`config.mk`:
```
export PLATFORM = sky130hd
export DESIGN_NAME = handshake_initiator
export DESIGN_NICKNAME = d
export VERILOG_FILES = /design/src/rtl/handshake_initiator.sv
export SDC_FILE = /design/constraint.sdc
export NUM_CORES = 1
export LEC_CHECK = 0
export ABC_AREA = 1
export CORE_ASPECT_RATIO = 1.5
export CORE_MARGIN = 2
export CORE_UTILIZATION = 42
export DETAILED_ROUTE_END_ITERATION = 7
export PLACE_DENSITY = 0.85
export RECOVER_POWER = 25
export SYNTH_ARGS = -nofsm -noshare
export SYNTH_HDL_FRONTEND = slang
export SYNTH_SLANG_ARGS = --single-unit
```
`constraint.sdc`:
```
create_clock -name clk -period 1.7 [get_ports clk]
set_input_delay 0.255 -clock clk [delete_from_list [all_inputs] [get_ports clk]]
set_output_delay 0.255 -clock clk [all_outputs]
set_load 0.02 [all_outputs]
```
`src/rtl/handshake_initiator.sv`:
```
// handshake_initiator: four-phase stb/ack requester; ports clk/rst, req_valid/req_data/req_ready in, stb/stb_data/ack to far side, busy/done/timeout status
module handshake_initiator #(
  parameter int DATA_WIDTH = 32,
  parameter int TIMEOUT = 255,
  parameter int TIMEOUT_BITS = 8
) (
  input  logic                  clk,
  input  logic                  rst,
  input  logic                  req_valid,
  input  logic [DATA_WIDTH-1:0] req_data,
  output logic                  req_ready,
  output logic                  stb,
  output logic [DATA_WIDTH-1:0] stb_data,
  input  logic                  ack,
  output logic                  busy,
  output logic                  done,
  output logic                  timeout
);
  typedef enum logic [1:0] {IDLE, WAIT_ACK, WAIT_REL, DRAIN} state_t;
  localparam logic [TIMEOUT_BITS-1:0] LIMIT = TIMEOUT_BITS'(TIMEOUT == 0 ? 0 : TIMEOUT - 1);
  state_t state, state_nx;
  logic [TIMEOUT_BITS-1:0] cnt, cnt_nx;
  logic [DATA_WIDTH-1:0] data_nx;
  logic stb_nx, done_nx, timeout_nx, accept, expire;
  assign req_ready = state == IDLE && !ack;
  assign accept = req_valid && req_ready;
  assign busy = state != IDLE;
  assign expire = TIMEOUT != 0 && cnt == LIMIT;
  always_comb begin
    state_nx = state;
    cnt_nx = cnt;
    stb_nx = stb;
    data_nx = stb_data;
    done_nx = 1'b0;
    timeout_nx = 1'b0;
    unique case (state)
      IDLE: if (accept) begin
        data_nx = req_data;
        stb_nx = 1'b1;
        cnt_nx = '0;
        state_nx = WAIT_ACK;
      end
      WAIT_ACK: if (ack) begin
        stb_nx = 1'b0;
        state_nx = WAIT_REL;
      end else begin
        cnt_nx = &cnt ? cnt : cnt + TIMEOUT_BITS'(1);
        stb_nx = !expire;
        timeout_nx = expire;
        state_nx = expire ? DRAIN : WAIT_ACK;
      end
      WAIT_REL: if (!ack) begin
        done_nx = 1'b1;
        state_nx = IDLE;
      end
      DRAIN: state_nx = ack ? DRAIN : IDLE;
    endcase
  end
  always_ff @(posedge clk) begin
    if (rst) begin
      state <= IDLE;
      cnt <= '0;
      stb <= 1'b0;
      stb_data <= '0;
      done <= 1'b0;
      timeout <= 1'b0;
    end else begin
      state <= state_nx;
      cnt <= cnt_nx;
      stb <= stb_nx;
      stb_data <= data_nx;
      done <= done_nx;
      timeout <= timeout_nx;
    end
  end
endmodule

```
==> qor.csv, run 1 <==
stage,metric,value,unit
outcome,result of the run,"complete, no violations",
yosys,fraction of the yosys area taken by sequential cells,49.69,%
die,floorplan row count,29,
yosys,syn_nets,280,
grt,via count of the first global-routing pass,1774,
hold_path,Hold Crit Class,reg -> reg,
power_and_ir_drop,NetSw,0.6605,mW
die,total I/O pin count,73,
placed_design,I/O Buffers,72,
placed_design,final weighted congestion in routability-driven placement,0.8339,
power_and_ir_drop,Static Leakage,1.059,nW
sta,worst hold slack after final layout,454.7,ps
power_and_ir_drop,combinational cell fraction of total power,20.2,%
clock_tree,Post-CTS Hold Fix Bufs,0,
yosys,cell taking the most area after synthesis,sky130_fd_sc_hd__dfxtp_1,
cells_and_area,register area,900.9,um^2
yosys,top cell type's share of synthesized area,49.69,%
yosys,average footprint of a synthesized cell,7.492,um^2
clock_tree,cts bufs inserted,5,
sta,Slew HR,78.53,%
power_and_ir_drop,Clk network pwr share,33.9,%
power_and_ir_drop,Peak supply drop,0.7474,mV
critical_path,Slowest cell on crit path,sky130_fd_sc_hd__dlygate4sd3_1,
yosys,Post-synth top flop,sky130_fd_sc_hd__dfxtp_1,
critical_path,endpoint type of the worst setup path,output pin,
cells_and_area,final core occ,65.10,%
cells_and_area,footprint of the multi-input gates,799.5,um^2
drt,via count,1861,
clock_tree,Longest Clk Path Bufs,2,
critical_path,highest net fanout along the worst path,3,
die,placeable core region,0.004173,mm^2
placed_design,Placed Area,0.002603,mm^2
yosys,ranking of synthesized cells by instance count,"66 x sky130_fd_sc_hd__nand2_1, 45 x sky130_fd_sc_hd__dfxtp_1, 39 x sky130_fd_sc_hd__a21oi_1, 36 x sky130_fd_sc_hd__nand3_1, 15 x sky130_fd_sc_hd__nor2_1",
sta,time the worst path needs with I/O delays and setup,1606,ps
cells_and_area,Area Overhead vs Synth,49.83,%
sta,post-route clock skew,6.557,ps
placed_design,hpwl dp,3359,um
critical_path,arrival time reported for the critical path endpoint,1350,ps
yosys,#FFs+latches synth,45,
cells_and_area,count of nets after finishing,355,
yosys,Yosys warning count,0,
drt,Routed WL,4571,um
yosys,async set or reset register ratio after synthesis,0,%
clock_tree,number of H-tree levels,2,
power_and_ir_drop,power density over the cells,912.8,mW/mm^2
grt,GR Overflow Total,0,
clock_tree,buffer cell driving the clock tree root,sky130_fd_sc_hd__clkbuf_8,
drt,per-cell routed wire length,12.56,um
die,width of the chip,57.65,um
hold_path,worst hold stages,2,
cells_and_area,FILL cells,344,
die,initial standard-cell utilization of the core,43.45,%
power_and_ir_drop,fraction of power consumed by sequential logic,45.9,%
cells_and_area,count of inserted antenna diode cells,0,
cells_and_area,Post-Layout Inst Area,0.002716,mm^2
power_and_ir_drop,Internal Dissipation,1.819,mW
yosys,post-synthesis instance area,0.001813,mm^2
die,die height,84.47,um
critical_path,Critical Setup Path Class,in -> out,
sta,post-route fraction of the period consumed by the critical path,94.47,%
critical_path,required time reported for the critical path endpoint,1440,ps
grt,maximum number of pins on one net before global-route repair,31,
die,total die area,0.004869,mm^2
sta,final count of pins violating max slew,0,
grt,antenna violations before repair,0,
critical_path,kind of start point of the critical path,primary input,
grt,total global-route track usage,19.99,%
critical_path,path depth of the worst reg2reg path,10,
power_and_ir_drop,switching power share of the total,26.64,%
clock_tree,Clock Pin Slew Worst Setup and Hold Paths,80,ps
yosys,top cells by area in the synthesized netlist,"sky130_fd_sc_hd__dfxtp_1 50%, sky130_fd_sc_hd__nand2_1 14%, sky130_fd_sc_hd__a21oi_1 11%, sky130_fd_sc_hd__nand3_1 9.9%, sky130_fd_sc_hd__nor2_1 3.1%",
critical_path,stage delay of the slowest cell on the critical path,620,ps
sta,worst-margin pin slew,322.0,ps
clock_tree,CTS tree,yes,
sta,final hold viol count,0,
yosys,post-synthesis instance total,242,
job,Max-cap violations,0,
critical_path,crit-path cells,dlygate4sd3_1 -> nor2_8 -> dlygate4sd2_1,
sta,Final setup viols,0,
grt,wire length of the first global-routing pass,7596,um
sta,RSZ-0062 raised after global routing,no,
yosys,distinct cell type count of the synthesized netlist,21,
yosys,most frequent cell after synthesis,sky130_fd_sc_hd__nand2_1,
drt,DRT antenna net count,0,
critical_path,r2r setup slk,190,ps
drt,number of remaining DRC errors,0,
drt,drt via density,5.113,
clock_tree,clock sink count,45,
yosys,number of synthesized flops with an enable pin,0,
sta,highest clock frequency the design can meet,0.6227,GHz
clock_tree,clk_lat worst skew,300,ps
cells_and_area,fraction of final layout cells sized beyond drive strength 1,7.547,%
drt,number of design-rule violations left by the first detailed-router iteration,42,
drt,detailed-router iteration count before antenna repair,4,
## sequential cells by signal, indices dropped and copies added (netlist names)
register and flops:
stb_data 32, cnt 8, state 2, done 1, stb 1, timeout 1
## per-stage QoR
step / worst slack (ps) / instances / setup TNS (ps) / power (mW)
after floorplan: 333.6 / 242 / 0 / 1.429
after global placement: -75.08 / 356 / -86.41 / 1.669
after detailed placement: -77.75 / 356 / -340.5 / 1.677
after CTS: 118.2 / 364 / 0 / 2.507
after global routing: 52.63 / 364 / 0 / 2.596
final: 94.06 / 364 / 0 / 2.480
## power groups by stage
stage          Sequential [mW]  Clock [mW]  Combinational [mW]
2_1_floorplan             1.22           0               0.211
4_1_cts                   1.14       0.857               0.510
3_3_place_gp              1.16           0               0.507
5_1_grt                   1.15       0.905               0.545
6_report                  1.14       0.840               0.501
3_5_place_dp              1.16           0               0.514
## cell usage in the layout (no fill, tap or decap), types with 3 or more instances in the layout
cell                              Yosys  final
sky130_fd_sc_hd__buf_4                0      8
sky130_fd_sc_hd__dfxtp_1             45     45
sky130_fd_sc_hd__clkbuf_8             0      6
sky130_fd_sc_hd__inv_1               10     10
sky130_fd_sc_hd__nand3_1             36     36
sky130_fd_sc_hd__a21oi_1             39     39
sky130_fd_sc_hd__clkdlybuf4s50_1      0     63
sky130_fd_sc_hd__dlygate4sd3_1        0      7
sky130_fd_sc_hd__nor2_1              15     15
sky130_fd_sc_hd__nor3_1               3      3
sky130_fd_sc_hd__nand2_1             66     66
## critical path: cells and delay by family
kind                   cells  cell delay, ps
buffers and inverters      2             950
and+or+nand+nor            1             140
## final cells by class
cell class	instances	area share, %
Inverter	11	1.520
Multi-Input combinational cell	171	29.43
Clock buffer	6	3.040
Clock inverter	2	1.382
Tap cell	46	2.119
Sequential cell	45	33.16
Timing Repair Buffer	83	29.34
## logic make-up after synthesis
family	share of synthesized area, %
simple gates	31.06
flops	49.69
compound gates	11.66
buf+inv	6.211
fa+ha+maj	1.380
## routing by layer
metal	part of all wire, %	track usage [%]	vias to the layer above	routed length (um)
met4	2.2	9.514	0	99
met5	0	0	-	0
met1	38	21.36	854	1738
met3	5.4	5.393	8	249
met2	54	35.33	55	2484
li1	-	-	944	-
## timing repair
action / 4_1_cts / 5_1_grt
endpoints found under the setup margin: 2 / 0
buffers inserted: 0 / 0
resized for setup: 2 / 0
## final timing paths
| check | startpoint | endpoint |
|---|---|---|
| min reg2reg | stb_data[29] | stb_data[29] |
| max reg2reg | cnt[1] | cnt[5] |
| max | ack | req_ready |
| min | stb_data[29] | stb_data[29] |
No activity file was read; power rests on OpenSTA's default activity.
==> run 2, diff against run 1 <==
Settings changed: SLEW_MARGIN from default to 25.
==> results of run 2 <==
No change in the layout: final DEF, timing and power equal those of run 1.
